===== config.mk =====
export PLATFORM = sky130hd
export DESIGN_NAME = mar_load_arbiter_flat
export DESIGN_NICKNAME = d
export VERILOG_FILES = /design/src/rtl/mar_load_arbiter_if.sv /design/src/rtl/mar_load_arbiter.sv /design/src/flat_wrapper.sv
export SDC_FILE = /design/constraint.sdc
export NUM_CORES = 1
export LEC_CHECK = 0
export CORE_UTILIZATION = 38
export CTS_CLUSTER_DIAMETER = 120
export DETAILED_ROUTE_END_ITERATION = 8
export HOLD_SLACK_MARGIN = 0.15
export PLACE_DENSITY = 0.76
export SLEW_MARGIN = 20
export SYNTH_ARGS = -nofsm -noshare
export SYNTH_HDL_FRONTEND = slang
export SYNTH_SLANG_ARGS = --single-unit

===== constraint.sdc =====
create_clock -name CLK -period 2.2 [get_ports CLK]
set_clock_uncertainty 0.15 [all_clocks]
set_input_delay 0.22 -clock CLK [delete_from_list [all_inputs] [get_ports CLK]]
set_output_delay 0.22 -clock CLK [all_outputs]
set_load 0.01 [all_outputs]

===== src/rtl/mar_load_arbiter_if.sv =====
// Handshake bundle between the three MAR address sources and the load arbiter.
// The arbiter takes the slave side; requesters (or a bench) take the master side.
interface mar_load_arbiter_if;
  logic [2:0]  req;
  logic [15:0] addr0;
  logic [15:0] addr1;
  logic [15:0] addr2;
  logic [2:0]  gnt;
  logic [15:0] WBUS_out;
  logic        wbus_en;
  logic        nLw;
  logic        busy;
  logic [1:0]  last_owner;

  modport master (
    output req, addr0, addr1, addr2,
    input  gnt, WBUS_out, wbus_en, nLw, busy, last_owner
  );

  modport slave (
    input  req, addr0, addr1, addr2,
    output gnt, WBUS_out, wbus_en, nLw, busy, last_owner
  );
endinterface


===== src/rtl/mar_load_arbiter.sv =====
// Fixed-priority MAR load arbiter (fetch > operand > external) with a starvation
// guard for the external port. One MAR load every two cycles when saturated.
module mar_load_arbiter #(
  parameter int STARVE_LIMIT = 4,
  parameter int CW           = 3
) (
  input  logic               CLK,
  input  logic               nCLR,
  mar_load_arbiter_if.slave  bus
);
  typedef enum logic [1:0] {IDLE, DRIVE, ACK} state_t;

  localparam logic [CW-1:0] LIM = CW'(STARVE_LIMIT);

  state_t        state;
  logic [2:0]    gnt_q;
  logic [15:0]   wbus_q;
  logic          en_q;
  logic          nlw_q;
  logic [1:0]    last_q;
  logic [1:0]    owner;
  logic [CW-1:0] cnt;

  logic [2:0]    elig;
  logic          any;
  logic [1:0]    win;
  logic [15:0]   win_addr;
  logic [CW-1:0] cnt_nxt;

  // The source being acknowledged cannot win the decision made in its own ACK cycle.
  always_comb begin
    elig = bus.req & ((state == ACK) ? ~gnt_q : 3'b111);
    any  = |elig;
    if (elig[2] && cnt == LIM) win = 2'd2;
    else if (elig[0])          win = 2'd0;
    else if (elig[1])          win = 2'd1;
    else                       win = 2'd2;
    case (win)
      2'd0:    win_addr = bus.addr0;
      2'd1:    win_addr = bus.addr1;
      default: win_addr = bus.addr2;
    endcase
    // Counter follows the raw external request, not the masked one.
    if (!bus.req[2] || win == 2'd2) cnt_nxt = '0;
    else if (cnt == LIM)            cnt_nxt = LIM;
    else                            cnt_nxt = cnt + 1'b1;
  end

  always_ff @(posedge CLK or negedge nCLR) begin
    if (!nCLR) begin
      state  <= IDLE;
      gnt_q  <= 3'b000;
      wbus_q <= 16'h0000;
      en_q   <= 1'b0;
      nlw_q  <= 1'b1;
      last_q <= 2'b11;
      owner  <= 2'd0;
      cnt    <= '0;
    end else begin
      case (state)
        IDLE: begin
          if (any) begin
            wbus_q <= win_addr;
            en_q   <= 1'b1;
            nlw_q  <= 1'b0;
            owner  <= win;
            cnt    <= cnt_nxt;
            state  <= DRIVE;
          end
        end
        DRIVE: begin
          en_q   <= 1'b0;
          nlw_q  <= 1'b1;
          gnt_q  <= 3'b001 << owner;
          last_q <= owner;
          state  <= ACK;
        end
        ACK: begin
          gnt_q <= 3'b000;
          if (any) begin
            wbus_q <= win_addr;
            en_q   <= 1'b1;
            nlw_q  <= 1'b0;
            owner  <= win;
            cnt    <= cnt_nxt;
            state  <= DRIVE;
          end else begin
            state <= IDLE;
          end
        end
        default: state <= IDLE;
      endcase
    end
  end

  assign bus.gnt        = gnt_q;
  assign bus.WBUS_out   = wbus_q;
  assign bus.wbus_en    = en_q;
  assign bus.nLw        = nlw_q;
  assign bus.busy       = (state != IDLE);
  assign bus.last_owner = last_q;
endmodule

===== src/flat_wrapper.sv =====
// flat-port wrapper written by rule: the top's interface ports become plain ports
module mar_load_arbiter_flat 
#(
  parameter int STARVE_LIMIT = 4,
  parameter int CW           = 3
)
  (CLK, nCLR, bus_req, bus_addr0, bus_addr1, bus_addr2, bus_gnt, bus_WBUS_out, bus_wbus_en, bus_nLw, bus_busy, bus_last_owner);
  mar_load_arbiter_if bus_i ();
  input  logic CLK;
  input  logic nCLR;
  input wire logic [$bits(bus_i.req)-1:0] bus_req;
  input wire logic [$bits(bus_i.addr0)-1:0] bus_addr0;
  input wire logic [$bits(bus_i.addr1)-1:0] bus_addr1;
  input wire logic [$bits(bus_i.addr2)-1:0] bus_addr2;
  output wire logic [$bits(bus_i.gnt)-1:0] bus_gnt;
  output wire logic [$bits(bus_i.WBUS_out)-1:0] bus_WBUS_out;
  output wire logic [$bits(bus_i.wbus_en)-1:0] bus_wbus_en;
  output wire logic [$bits(bus_i.nLw)-1:0] bus_nLw;
  output wire logic [$bits(bus_i.busy)-1:0] bus_busy;
  output wire logic [$bits(bus_i.last_owner)-1:0] bus_last_owner;
  assign bus_i.req = bus_req;
  assign bus_i.addr0 = bus_addr0;
  assign bus_i.addr1 = bus_addr1;
  assign bus_i.addr2 = bus_addr2;
  assign bus_gnt = bus_i.gnt;
  assign bus_WBUS_out = bus_i.WBUS_out;
  assign bus_wbus_en = bus_i.wbus_en;
  assign bus_nLw = bus_i.nLw;
  assign bus_busy = bus_i.busy;
  assign bus_last_owner = bus_i.last_owner;
  mar_load_arbiter #(.STARVE_LIMIT(STARVE_LIMIT), .CW(CW)) u_core (.CLK(CLK), .nCLR(nCLR), .bus(bus_i));
endmodule

# Word level (Yosys, flattened, before mapping)
# Cells that the tools add are included.
# op_classes
shifts,1
eq_ne,7
add_sub_neg,1
bitwise,2
muxes,15
reduce_logical,12
# ops
cell,count
16-bit case mux with 2 select lines,1
3-bit two-way mux,3
2-bit two-way mux,4
2-bit case mux with 3 select lines,1
3-bit case mux with 2 select lines,1
2-bit nonzero test,3
2-bit by 1-bit equality test with 1-bit output (second input constant),2
2-bit equality test (second input constant),2
2-bit logical NOT,2
2-bit by 1-bit != test with 1-bit output (second input constant),2
1-bit case mux with 2 select lines,2
2-bit AND reduction,2
3-bit by 1-bit adder with 3-bit output (second input constant),1
3-bit bitwise AND,1
3-bit equality test (second input constant),1
1-bit two-way mux,3
3-bit NOT,1
3-bit OR reduction,1
1-bit by 2-bit left shift with 3-bit output (first input constant),1
2-bit OR reduction,1
1-bit logical AND,1
1-bit logical NOT,1
1-bit logical OR,1
# word_totals
regBits,30
out_inout_bits,24
word_cells,46
input_bits,53

# Depth between registers and ports, before layout
# logic_depth
ltp_word,9
ltp_mapped,9

# Worst setup path before layout
# OpenSTA, ideal clock, no wires.
# synth_path
path_type,flip-flop to flip-flop
startpoint,register u_core.state[0]
endpoint,"register u_core.wbus_q[4], in the netlist u_core.bus.WBUS_out[4]"
stages_incl_launch_ff,10
n_path_buf,3
arrival_ns,1.879
setup_slack_ns,0.045
path_cell_list,dfrtp_1 inv_1 ha_1 buf_6 a21bo_1 buf_6 a2bb2oi_4 buf_6 a31oi_1 a221o_1
# synth_via
elab_chain_cells,8
elab_cells_between_ends,14
classes_between,eq/ne (2); mux (5); bitwise (1); reduce/logical (6)
# synth_rtl
item,line_no,rtl
start: declaration,mar_load_arbiter.sv:15,state_t state;
start signal: assignment,mar_load_arbiter.sv:51,state <= IDLE;
start signal: assignment,mar_load_arbiter.sv:68,state <= DRIVE;
start signal: assignment,mar_load_arbiter.sv:76,state <= ACK;
2-bit equality test,"mar_load_arbiter.sv:32, mar_load_arbiter.sv:60",
3-bit two-way mux,mar_load_arbiter.sv:32,elig = bus.req & ((state == ACK) ? ~gnt_q : 3'b111);
3-bit bitwise AND,mar_load_arbiter.sv:32,
2-bit two-way mux,mar_load_arbiter.sv:36,else if (elig[1]) win = 2'd1;
2-bit two-way mux,mar_load_arbiter.sv:35,else if (elig[0]) win = 2'd0;
2-bit two-way mux,mar_load_arbiter.sv:34,if (elig[2] && cnt == LIM) win = 2'd2;
2-bit by 1-bit equality test with 1-bit output / 2-bit logical NOT (equally long branches),mar_load_arbiter.sv:38,case (win)
16-bit case mux with 2 select lines,mar_load_arbiter.sv:38,
end signal: assignment,mar_load_arbiter.sv:63,wbus_q <= win_addr;
end signal: assignment,mar_load_arbiter.sv:81,wbus_q <= win_addr;
end: declaration,mar_load_arbiter.sv:17,logic [15:0] wbus_q;
# Several ways; a longest one is shown, not always the timed one.
# A chain may end at the register's enable or synchronous reset.

# Final worst setup path
# layout_path
startpoint,register u_core.state[0]
endpoint,"register u_core.wbus_q[12], in the netlist u_core.bus.WBUS_out[12]"
# Same word-level chain as after synthesis.

==> impl_metrics.env <==
export IMPL_ir_drop_v=0.000466
export IMPL_synthArstFlopShare_pct=100
export IMPL_synth_seq_cells=30
export IMPL_ys_seq_area_share_pct=42.4
export IMPL_io_pins=77
export IMPL_routed_wl_mm=4.78
export IMPL_p_leak_nw=1.13
export IMPL_rr_startpoint="u_core.state[0]"
export IMPL_syn_num_nets=245
export IMPL_timing_slew_headroom_pct=74.7
export IMPL_synth_edf_count=0
export IMPL_numClockSinks=30
export IMPL_port_buffers=76
export IMPL_first_pass_iters=4
export IMPL_ys_types=33
export IMPL_grt_first_pass_wirelength_mm=7.82
export IMPL_overflow=0
export IMPL_cts_setup_buffers=0
export IMPL_worst_slew_pin_slew_ns=0.379
export IMPL_synth_top_area_share_pct=38.0
export IMPL_grt_max_degree=31
export IMPL_hold_path_class="in2async"
export IMPL_grt_pass1_vias=1718
export IMPL_slew_viol_final=0
export IMPL_core_area_sq_mm=0.00441
export IMPL_p_per_area_mw_per_mm2=1200
export IMPL_vias=1781
export IMPL_stdcell_count=325
export IMPL_setup_ws_ns=0.120
export IMPL_numCtsBuffers=5
export IMPL_yosysMostFrequentCell="dfrtp_1"
export IMPL_path_max_fanout=19
export IMPL_required_ns=2.23
export IMPL_period_share_pct=94.6
export IMPL_start_kind="register"
export IMPL_cts_hold_buffers=0
export IMPL_rsz0062_at_grt="no"
export IMPL_hpwl_mm=3.59
export IMPL_clk_latency_ns=0.29
export IMPL_clockBufferDepth=2
export IMPL_netlist_top_cells_count="27 x dfrtp_1, 19 x o21ai_0, 18 x nor2_1, 16 x nor3_1"
export IMPL_nets=332
export IMPL_row_count=24
export IMPL_cp_cell_sequence="inv_1 > ha_2 > a21bo_2 > buf_4 > a2bb2oi_4 > buf_4 > a21o_1 > a32o_1"
export IMPL_grt_usage_pct=20.6
export IMPL_area_growth_pct=55.2
export IMPL_min_period_ns=2.08
export IMPL_synth_ff_type="dfrtp_1"
export IMPL_fmax_mhz=481
export IMPL_ys_warnings_count=0
export IMPL_yosys_area_top_type="dfrtp_1"
export IMPL_syn_area_sq_mm=0.00178
export IMPL_clock_root_buffer="clkbuf_8"
export IMPL_layout_drive_gt1_share_pct=14.7
export IMPL_total_power_mw=3.31
export IMPL_pre_cts_slack_ns=0.0861
export IMPL_cpMostUsedCell="buf_4"
export IMPL_critPathBufInv=3
export IMPL_slowest_stage="dfrtp_1"
export IMPL_synth_area_top_cells="dfrtp_1 38%, a32o_1 8.4%, a21o_1 6.3%, o21ai_0 5.3%, ha_1 4.9%"
export IMPL_die_w_microns=70.4
export IMPL_clk_pin_slew_ns=0.07
export IMPL_finalSetupViolCount=0
export IMPL_htreeDepth=2
export IMPL_critPathArrivalTime_ns=2.11
export IMPL_whs_ns=0.161
export IMPL_dpl_cell_area_sq_mm=0.00267
export IMPL_hold_violations=0
export IMPL_crit_path_max_incr_delay_ns=0.38
export IMPL_finish_instance_area_sq_mm=0.00276
export IMPL_synth_avg_cell_area_sq_um=9.62
export IMPL_via_per_inst=5.48
export IMPL_endpoint_kind="register"
export IMPL_startpoint="u_core.state[0]"
export IMPL_ff2ff_setup_slack_ns=0.12
export IMPL_tns_ns=0
export IMPL_outcome="finished, final reports clean"
export IMPL_dieArea_sq_mm=0.00496
export IMPL_ant_nets=0
export IMPL_routabilityCongestion=0.806
export IMPL_cts_tree="built"
export IMPL_n_antenna_cell=0
export IMPL_netlist_instances=185
export IMPL_place_inst=317
export IMPL_cap_violations=0
export IMPL_wire_per_inst_microns=14.7
export IMPL_post_route_drc_count=0
export IMPL_antenna_found_initial=0
export IMPL_drt_iter0_markers=95
export IMPL_critical_path_class="reg2reg"
export IMPL_die_h_microns=70.4
export IMPL_critPathTopFamily="compound AO/OA/AOI/OAI gates"
export IMPL_final_core_utilization_pct=62.6
export IMPL_initial_core_util_pct=40.3
report_power, final:
part / internal, mW / total [mW] / switching (mW)
combinational: 1.00 / 1.83 / 0.824
clock: 0.252 / 0.463 / 0.211
sequential: 0.842 / 1.02 / 0.176
total: 2.10 / 3.31 / 1.21
worst paths after layout:
| path | end | cells after the start |
|---|---|---|
| setup / recovery | u_core.bus.WBUS_out[12] | 8 |
| hold / removal | u_core.bus.gnt[1] | 2 |
| setup reg to reg | u_core.bus.WBUS_out[12] | 8 |
| hold reg to reg | u_core.bus.WBUS_out[3] | 1 |
| max in group asynchronous | u_core.bus.nLw | 2 |
| min in group CLK | u_core.bus.WBUS_out[3] | 1 |
final cells by class:
type / instances / area, sq um
Multi-Input combinational cell: 134 / 928
Tap cell: 52 / 65.1
Inverter: 7 / 26.3
Clock buffer: 7 / 86.3
Sequential cell: 30 / 754
Fill cell: 383 / 1650
Clock inverter: 1 / 5.00
Timing Repair Buffer: 94 / 896
logic make-up after synthesis:
| kind of cell | share of synthesized area (%) |
|---|---|
| flops | 42.4 |
| compound gates | 30.5 |
| fa+ha+maj | 4.92 |
| mux | 3.16 |
| buf+inv | 6.05 |
| simple gates | 12.9 |
worst register-to-register path, delay by kind of cell (launching register included):
family                     cells  cell delay (ns)
buffers and inverters          3             0.53
AOI/OAI and AO/OA              4             0.64
adders and majority gates      1             0.26
DFF                            1             0.38
flip-flops by register name, summed over array words and instances (netlist names):
signal / count
u_core.bus.gnt: 3
u_core.bus.nLw: 1
u_core.bus.WBUS_out: 16
u_core.state: 2
u_core.cnt: 3
u_core.bus.last_owner: 2
u_core.owner: 2
u_core.bus.wbus_en: 1
cells in the final DEF (no fill, tap or decap), types with 4 or more instances in the layout:
cell type,synthesis,layout
a21o_1,15,15
nor3_1,16,16
ha_1,7,6
clkdlybuf4s50_1,0,76
a32o_1,15,15
mux2_2,5,5
clkbuf_8,0,6
dfrtp_1,27,27
buf_4,0,18
nor2_1,18,18
nand2_1,10,10
inv_1,7,7
nand3_1,4,4
o21ai_0,19,19
timing repair:
action                                  4_1_cts  5_1_grt
endpoints found under the setup margin        0       10
hold endpoints to repair                      0        0
resized for setup                             0        1
routing by layer:
layer | track usage [%] | wire length [microns] | vias to the layer above
li1 | - | - | 858
met1 | 26.1 | 2190 | 847
met2 | 32.6 | 2180 | 70
met3 | 6.64 | 334 | 6
met4 | 8.00 | 72 | 0
met5 | 0 | 0 | -
Power figures use the tool's default switching activity.
